===== config.mk =====
export PLATFORM = sky130hd
export DESIGN_NAME = calc_sequenciador
export DESIGN_NICKNAME = d
export VERILOG_FILES = /design/src/rtl/calc_sequenciador.sv
export SDC_FILE = /design/constraint.sdc
export NUM_CORES = 1
export LEC_CHECK = 0
export BUFFER_PORTS_ARGS = -buffer_cell sky130_fd_sc_hd__buf_2
export CORE_UTILIZATION = 52
export DETAILED_ROUTE_END_ITERATION = 10
export PLACE_DENSITY_LB_ADDON = 0.15
export SLEW_MARGIN = 15
export SYNTH_ARGS = -nofsm -noshare
export SYNTH_HDL_FRONTEND = slang
export SYNTH_SLANG_ARGS = --single-unit

===== constraint.sdc =====
create_clock -name clk -period 1.68 [get_ports clk]
set_input_delay 0.084 -clock clk [delete_from_list [all_inputs] [get_ports clk]]
set_output_delay 0.084 -clock clk [all_outputs]
set_load 0.01 [all_outputs]

===== src/rtl/calc_sequenciador.sv =====
// ---------------------------------------------------------------------------
// calc_sequenciador
//   Initiator-side driver for the calculator datapath. Accepts one operation
//   request (opA, opB, op) on a start pulse while idle, then plays it into the
//   calculator as three Instrucao strobes (opA, opB, {00,op}) separated by
//   GAP_CYCLES idle cycles. It then waits up to TIMEOUT cycles for fim, and
//   either captures saida_regC (done pulse) or flags a timeout (erro pulse).
//
// Ports
//   clk, rst        : clock (rising edge), asynchronous active-high reset
//   start           : request pulse, only honoured in IDLE
//   opA, opB, op    : operands / ULA opcode, latched on an accepted start
//   fim, saida_regC : calculator result-valid flag and result register
//   Dados, Instrucao: value and step strobe presented to the calculator
//   busy            : high in every state except IDLE
//   done, erro      : one-cycle completion / timeout pulses
//   resultado       : last captured saida_regC
//   contagem        : completed-operation counter (wraps 255 -> 0)
//   state           : current FSM state, for debug
// ---------------------------------------------------------------------------
module calc_sequenciador #(
  parameter int GAP_CYCLES = 2,
  parameter int TIMEOUT    = 16
) (
  input  logic       clk,
  input  logic       rst,
  input  logic       start,
  input  logic [3:0] opA,
  input  logic [3:0] opB,
  input  logic [1:0] op,
  input  logic       fim,
  input  logic [4:0] saida_regC,
  output logic [3:0] Dados,
  output logic       Instrucao,
  output logic       busy,
  output logic       done,
  output logic       erro,
  output logic [4:0] resultado,
  output logic [7:0] contagem,
  output logic [2:0] state
);

  localparam int GW = (GAP_CYCLES > 1) ? $clog2(GAP_CYCLES) : 1;
  localparam int TW = (TIMEOUT > 1) ? $clog2(TIMEOUT) : 1;

  typedef enum logic [2:0] {
    IDLE     = 3'd0,
    LOAD_A   = 3'd1,
    GAP_A    = 3'd2,
    LOAD_B   = 3'd3,
    GAP_B    = 3'd4,
    LOAD_OP  = 3'd5,
    WAIT_FIM = 3'd6
  } state_t;

  state_t      r_state;
  logic [3:0]  r_opb;
  logic [1:0]  r_op;
  logic [GW-1:0] r_gap;
  logic [TW-1:0] r_tmo;
  logic [3:0]  r_dados;
  logic        r_instr;
  logic        r_busy;
  logic        r_done;
  logic        r_erro;
  logic [4:0]  r_res;
  logic [7:0]  r_cnt;

  // Outputs are registered alongside the state, so each state's Dados /
  // Instrucao values are loaded on the edge that enters that state.
  always_ff @(posedge clk or posedge rst) begin
    if (rst) begin
      r_state <= IDLE;
      r_opb   <= '0;
      r_op    <= '0;
      r_gap   <= '0;
      r_tmo   <= '0;
      r_dados <= '0;
      r_instr <= 1'b0;
      r_busy  <= 1'b0;
      r_done  <= 1'b0;
      r_erro  <= 1'b0;
      r_res   <= '0;
      r_cnt   <= '0;
    end else begin
      r_done <= 1'b0;
      r_erro <= 1'b0;
      case (r_state)
        IDLE: begin
          if (start) begin
            // opA goes straight to Dados, so only opB/op need holding.
            r_opb   <= opB;
            r_op    <= op;
            r_dados <= opA;
            r_instr <= 1'b1;
            r_busy  <= 1'b1;
            r_state <= LOAD_A;
          end
        end
        LOAD_A: begin
          r_instr <= 1'b0;
          r_gap   <= '0;
          r_state <= GAP_A;
        end
        GAP_A: begin
          if (r_gap == GW'(GAP_CYCLES - 1)) begin
            r_dados <= r_opb;
            r_instr <= 1'b1;
            r_state <= LOAD_B;
          end else begin
            r_gap <= r_gap + 1'b1;
          end
        end
        LOAD_B: begin
          r_instr <= 1'b0;
          r_gap   <= '0;
          r_state <= GAP_B;
        end
        GAP_B: begin
          if (r_gap == GW'(GAP_CYCLES - 1)) begin
            r_dados <= {2'b00, r_op};
            r_instr <= 1'b1;
            r_state <= LOAD_OP;
          end else begin
            r_gap <= r_gap + 1'b1;
          end
        end
        LOAD_OP: begin
          r_instr <= 1'b0;
          r_tmo   <= '0;
          r_state <= WAIT_FIM;
        end
        WAIT_FIM: begin
          // fim is checked first so it wins over an expiring timeout.
          if (fim) begin
            r_res   <= saida_regC;
            r_done  <= 1'b1;
            r_cnt   <= r_cnt + 8'd1;
            r_busy  <= 1'b0;
            r_state <= IDLE;
          end else if (r_tmo == TW'(TIMEOUT - 1)) begin
            r_erro  <= 1'b1;
            r_busy  <= 1'b0;
            r_state <= IDLE;
          end else begin
            r_tmo <= r_tmo + 1'b1;
          end
        end
        default: begin
          r_instr <= 1'b0;
          r_busy  <= 1'b0;
          r_state <= IDLE;
        end
      endcase
    end
  end

  assign Dados     = r_dados;
  assign Instrucao = r_instr;
  assign busy      = r_busy;
  assign done      = r_done;
  assign erro      = r_erro;
  assign resultado = r_res;
  assign contagem  = r_cnt;
  assign state     = r_state;

endmodule


==> flow_summary.json, run 1 <==
{
  "overflow": 0,
  "maxCapViolCount": 0,
  "antenna_found_initial": 0,
  "drive_gt1_share_pct": 33.8,
  "die-height_um": 59.1,
  "first_pass_iters": 4,
  "yosysUniqueCellTypes": 41,
  "clock_latency_ps": 340,
  "dieWidth_um": 59.1,
  "p_leak_nw": 1.10,
  "wl_per_cell_um": 13.8,
  "post-place-cells": 245,
  "drtIter0Drc": 62,
  "min_period_over_period_pct": 90.2,
  "status": "completed",
  "route.vias.total": 1393,
  "setup_viol": 0,
  "multi_input_area_sq_um": 736,
  "clock_sinks": 35,
  "synthesis.area_sq_um": 1690,
  "holdWs_ps": 105,
  "final_cell_mix": "42 x buf_2, 34 x dfrtp_1, 25 x nand2_1",
  "reg2regPathDepth": 3,
  "grt_pass1_wl_um": 6060,
  "cp.required_ps": 1910,
  "coreArea_sq_um": 3080,
  "ir_worst_vdd_v": 0.00105,
  "startpoint_type": "flip-flop",
  "ys_ff_latch": 35,
  "cts_tree": "built",
  "setup_tns_ps": 0,
  "power_density_nw_per_um2": 1640,
  "fin_skew_ps": 9.84,
  "finalHoldViolCount": 0,
  "seq_area_frac_synth_pct": 51.7,
  "synth_ff_type": "dfrtp_1",
  "antenna_left": 0,
  "ys_warn_count": 0,
  "regArea_sq_um": 877,
  "worstPathMaxFanout": 12,
  "antenna_cells": 0,
  "ys_top_cells_by_area": "dfrtp_1 52%, nand2_1 5.5%, mux2_2 4.0%",
  "grt_max_degree": 36,
  "min_path_cells": 3,
  "max_slew_margin_pct": 71.2,
  "area.growth.synth_to_final_pct": 27.6,
  "fp-row-count": 20,
  "worst_pin_slew_ps": 433,
  "yosys.area.top_type": "dfrtp_1",
  "instances_no_fill": 263,
  "drv_slew": 0,
  "io_pins": 43,
  "io_buffer_count": 42,
  "syn-num-nets": 176,
  "synth_edf_count": 0,
  "end_kind": "flip-flop",
  "fillers": 244,
  "rsz0062_at_grt": "false",
  "place_congestion": 0.887,
  "clk_pin_slew_worst_paths_ps": 100,
  "cts_buffers": 5,
  "start_util_pct": 55.0,
  "root_buffer": "clkbuf_4",
  "grt_pass1_vias": 1383,
  "synthArstFlopShare_pct": 100,
  "synth_cells": 155,
  "max_freq_mhz": 660,
  "hp-class": "input port to flip-flop",
  "clk_path_buf_depth": 2,
  "crit_arrival_ps": 1750,
  "vias_per_cell": 5.30,
  "drc": 0,
  "die_area_sq_um": 3490,
  "avgSynthCellArea_sq_um": 10.9,
  "crit_type": "flip-flop to flip-flop",
  "hpwl_um": 2550,
  "synth_top_area_share_pct": 51.7,
  "grtUsageTotal_pct": 24.0,
  "nNetsFinal": 241,
  "wl_um": 3630,
  "htreeDepth": 2,
  "min_period_ps": 1520,
  "layout_commonest_cell": "buf_2"
}
-- critical path: stages (launching register included) --
cell and delay (ps):
dfrtp_2 520, xor2_1 210, a31oi_4 350, mux2_4 340
-- worst paths after layout --
path / to / startpoint / slack, ps
worst max register to register: Dados[3]$_DFFE_PP0P_ / state[1]$_DFFE_PP0P_ / 160
worst min register to register: resultado[0]$_DFFE_PP0P_ / resultado[0]$_DFFE_PP0P_ / 480
min in group asynchronous: state[2]$_DFFE_PP0P_ / rst / 390
worst min-delay path: Dados[2]$_DFFE_PP0P_ / opA[2] / 110
worst max-delay path: Dados[3]$_DFFE_PP0P_ / state[1]$_DFFE_PP0P_ / 160
max in group asynchronous: state[1]$_DFFE_PP0P_ / rst / 970
-- metrics by stage --
step	setup slack, ps	total power, mW	cell area [sq um]	utilization, %
detailed placement	63.5	3.12	2000	64.9
floorplan	77.6	2.60	1690	-
global route	26.9	3.79	2160	70.2
CTS	17.2	3.56	2160	70.1
finish	164	3.54	2160	70.2
global placement	125	3.04	2000	64.9
-- what timing repair did --
item                                    4_1_cts  5_1_grt
hold buffers                                 12        0
endpoints found under the setup margin        0        8
resized for setup                             0        1
buffers inserted                              0        0
hold endpoints to repair                     46        0
-- flip-flops by register name, summed over array words and instances (netlist names) --
register,count
r_tmo,4
Instrucao,1
r_op,2
erro,1
Dados,4
r_opb,4
r_gap,1
busy,1
state,3
resultado,5
done,1
contagem,8
-- cell type report --
class                   instances  area share, %
flip-flops and latches         35           40.6
multi-input cells             104           34.1
repair buffers                 66           19.5
well taps                      44           2.55
clock buffers                   6           1.91
inverters                       8           1.39
-- cell families (layout without fill, tap and decap cells) --
group | Yosys count | in the layout | share of synthesized area, %
adders and majority gates | 2 | 2 | 1.48
xor gates and xnor gates | 8 | 8 | 4.14
and+or+nand+nor | 64 | 64 | 21.1
DFF | 35 | 35 | 51.7
muxes | 10 | 10 | 7.54
AOI/OAI and AO/OA | 20 | 20 | 9.16
buffers and inverters | 16 | 80 | 4.80
-- power breakdown --
part | switching (mW) | internal [mW] | leakage [nW]
Clock | 0.261 | 0.149 | 0.0242
Combinational | 0.799 | 0.877 | 0.640
Sequential | 0.290 | 1.17 | 0.435
-- Yosys cell counts, drive strengths merged (4+ instances only) --
| library cell | instances |
|---|---|
| buf | 6 |
| nor2 | 5 |
| inv | 7 |
| xnor2 | 4 |
| xor2 | 4 |
| nor3 | 4 |
| nor3b | 5 |
| mux2 | 10 |
| nand2 | 25 |
| dfrtp | 35 |
| nand3 | 5 |
-- layer usage --
layer / up-vias / track usage, % / wire [um]
li1: 671 / - / -
met1: 662 / 28.7 / 1560
met2: 51 / 40.4 / 1810
met3: 9 / 6.77 / 201
met4: 0 / 10.2 / 61
met5: - / 0 / 0
No activity file was read; power rests on OpenSTA's default activity.
==> inputs of run 2 (changes only) <==
--- a/config.mk
+++ b/config.mk
@@ -5,9 +5,9 @@
 export SDC_FILE = /design/constraint.sdc
 export NUM_CORES = 1
 export LEC_CHECK = 0
-export BUFFER_PORTS_ARGS = -buffer_cell sky130_fd_sc_hd__buf_2
-export CORE_UTILIZATION = 52
+export CORE_UTILIZATION = 61
 export DETAILED_ROUTE_END_ITERATION = 10
+export DONT_BUFFER_PORTS = 1
 export PLACE_DENSITY_LB_ADDON = 0.15
 export SLEW_MARGIN = 15
 export SYNTH_ARGS = -nofsm -noshare
==> flow_summary.json, run 2 (synthesis gave the netlist of run 1 again) <==
{
  "worst_pin_slew_ps": 470,
  "holdWs_ps": 29.2,
  "drc": 0,
  "wl_per_cell_um": 16.2,
  "crit_chain": "buf_4 -> a21o_1 -> a211o_1 -> mux2_4",
  "crit_type": "flip-flop to flip-flop",
  "place_congestion": 0.804,
  "fillers": 180,
  "layout_commonest_cell": "dfrtp_1",
  "clk_path_buf_depth": 2,
  "first_pass_iters": 5,
  "hpwl_um": 2290,
  "finalHoldViolCount": 0,
  "startpoint_type": "flip-flop",
  "min_period_over_period_pct": 93.6,
  "clock_sinks": 35,
  "final_cell_area_sq_um": 1960,
  "hp-class": "input port to flip-flop",
  "crit_arrival_ps": 1820,
  "clock_latency_ps": 350,
  "route.vias.total": 1249,
  "nNetsFinal": 201,
  "cts_tree": "built",
  "htreeDepth": 2,
  "cts_resized": 0,
  "setup_tns_ps": 0,
  "maxCapViolCount": 0,
  "crit_buf_inv": 1,
  "wl_um": 3410,
  "slowest_stage": "dfrtp_1",
  "grtUsageTotal_pct": 26.7,
  "grt_pass1_vias": 1198,
  "antenna_found_initial": 0,
  "max_slew_margin_pct": 68.6,
  "area.growth.synth_to_final_pct": 15.9,
  "status": "completed",
  "cpPeakStageDelay_ps": 480,
  "largest_reg_flops": 8,
  "io_buffer_count": 0,
  "cp.required_ps": 1930,
  "power_density_nw_per_um2": 1720,
  "min_period_ps": 1570,
  "die-height_um": 54.7,
  "root_buffer": "clkbuf_4",
  "cp.depth": 4,
  "setup_viol": 0,
  "antenna_left": 0,
  "fp-row-count": 18,
  "grt_pass1_wl_um": 5420,
  "io_pins": 43,
  "drv_slew": 0,
  "vias_per_cell": 5.92,
  "dieWidth_um": 54.7,
  "postLayoutCoreUtil_pct": 77.1,
  "hold_buffers": 15,
  "coreArea_sq_um": 2540,
  "drtIter0Drc": 29,
  "placed_area_sq_um": 1760,
  "overflow": 0,
  "post-cts-setup-buffer-count": 0,
  "fin_skew_ps": 12.0,
  "cts_buffers": 5,
  "clk_pin_slew_worst_paths_ps": 110,
  "start_util_pct": 66.5,
  "max_freq_mhz": 636,
  "min_path_cells": 3,
  "p_leak_nw": 0.933,
  "antenna_cells": 0,
  "grt_max_degree": 24,
  "die_area_sq_um": 2990,
  "reg2regPathDepth": 4,
  "final_cell_mix": "35 x dfrtp_1, 25 x nand2_1, 15 x dlygate4sd3_1",
  "cp_top_family": "compound AO/OA/AOI/OAI gates",
  "ir_worst_vdd_v": 0.00125,
  "rsz0062_at_grt": "false",
  "end_kind": "flip-flop",
  "worstPathMaxFanout": 12,
  "drive_gt1_share_pct": 17.1
}
## run 2: changes by cell type in the layout (fill, tap and decap cells not counted), sizes merged
cell	delta
buf	-43
dlygate4sd3	+3
clkinv	+1
clkbuf	+1
## run 2: cell type report
type                            instances  area [sq um]  share of cell area [%]
Sequential cell                        35           876                    44.6
Multi-Input combinational cell        104           736                    37.5
Timing Repair Buffer                   26           233                    11.9
Clock buffer                            7          45.0                    2.30
Tap cell                               30          37.5                    1.91
Inverter                                8          30.0                    1.53
Clock inverter                          1          5.00                   0.255
## run 2: path summary, 6_finish.rpt
path                                 startpoint                      end  slack, ps
min in group asynchronous                   rst  contagem[4]$_DFFE_PP0P_        180
max reg2reg                state[1]$_DFFE_PP0P_     Dados[2]$_DFFE_PP0P_        110
min reg2reg                r_opb[2]$_DFFE_PP0P_     r_opb[2]$_DFFE_PP0P_        520
min                                         fim     r_tmo[3]$_DFFE_PP0P_         30
max                        state[1]$_DFFE_PP0P_     Dados[2]$_DFFE_PP0P_        110
max in group asynchronous                   rst      r_op[0]$_DFFE_PP0P_        820
## run 2: worst min-delay path: stages
cell and delay, ps:
nand4b_1 100, nand3_1 80, nand3_1 90
## run 2: through the flow
stage | instances | worst slack [ps] | power, mW
after floorplan | 155 | 77.6 | 2.60
after global placement | 188 | 191 | 2.85
after detailed placement | 188 | 128 | 2.91
after CTS | 211 | 107 | 3.38
after global routing | 211 | 11.1 | 3.60
final | 211 | 108 | 3.38
## run 2: where the power goes
| part | total [mW] | switching, mW | internal, mW |
|---|---|---|---|
| Sequential | 1.56 | 0.397 | 1.17 |
| Combinational | 1.37 | 0.646 | 0.728 |
| Clock | 0.442 | 0.279 | 0.163 |
| Total | 3.38 | 1.32 | 2.06 |
## run 2: layer usage
metal  track usage (%)  up-vias  share of wire, %
met3              7.78        8               4.9
met5                 0        -                 0
met1              34.6      618                47
met2              40.8       32                46
met4              12.8        0               1.8
li1                  -      591                 -
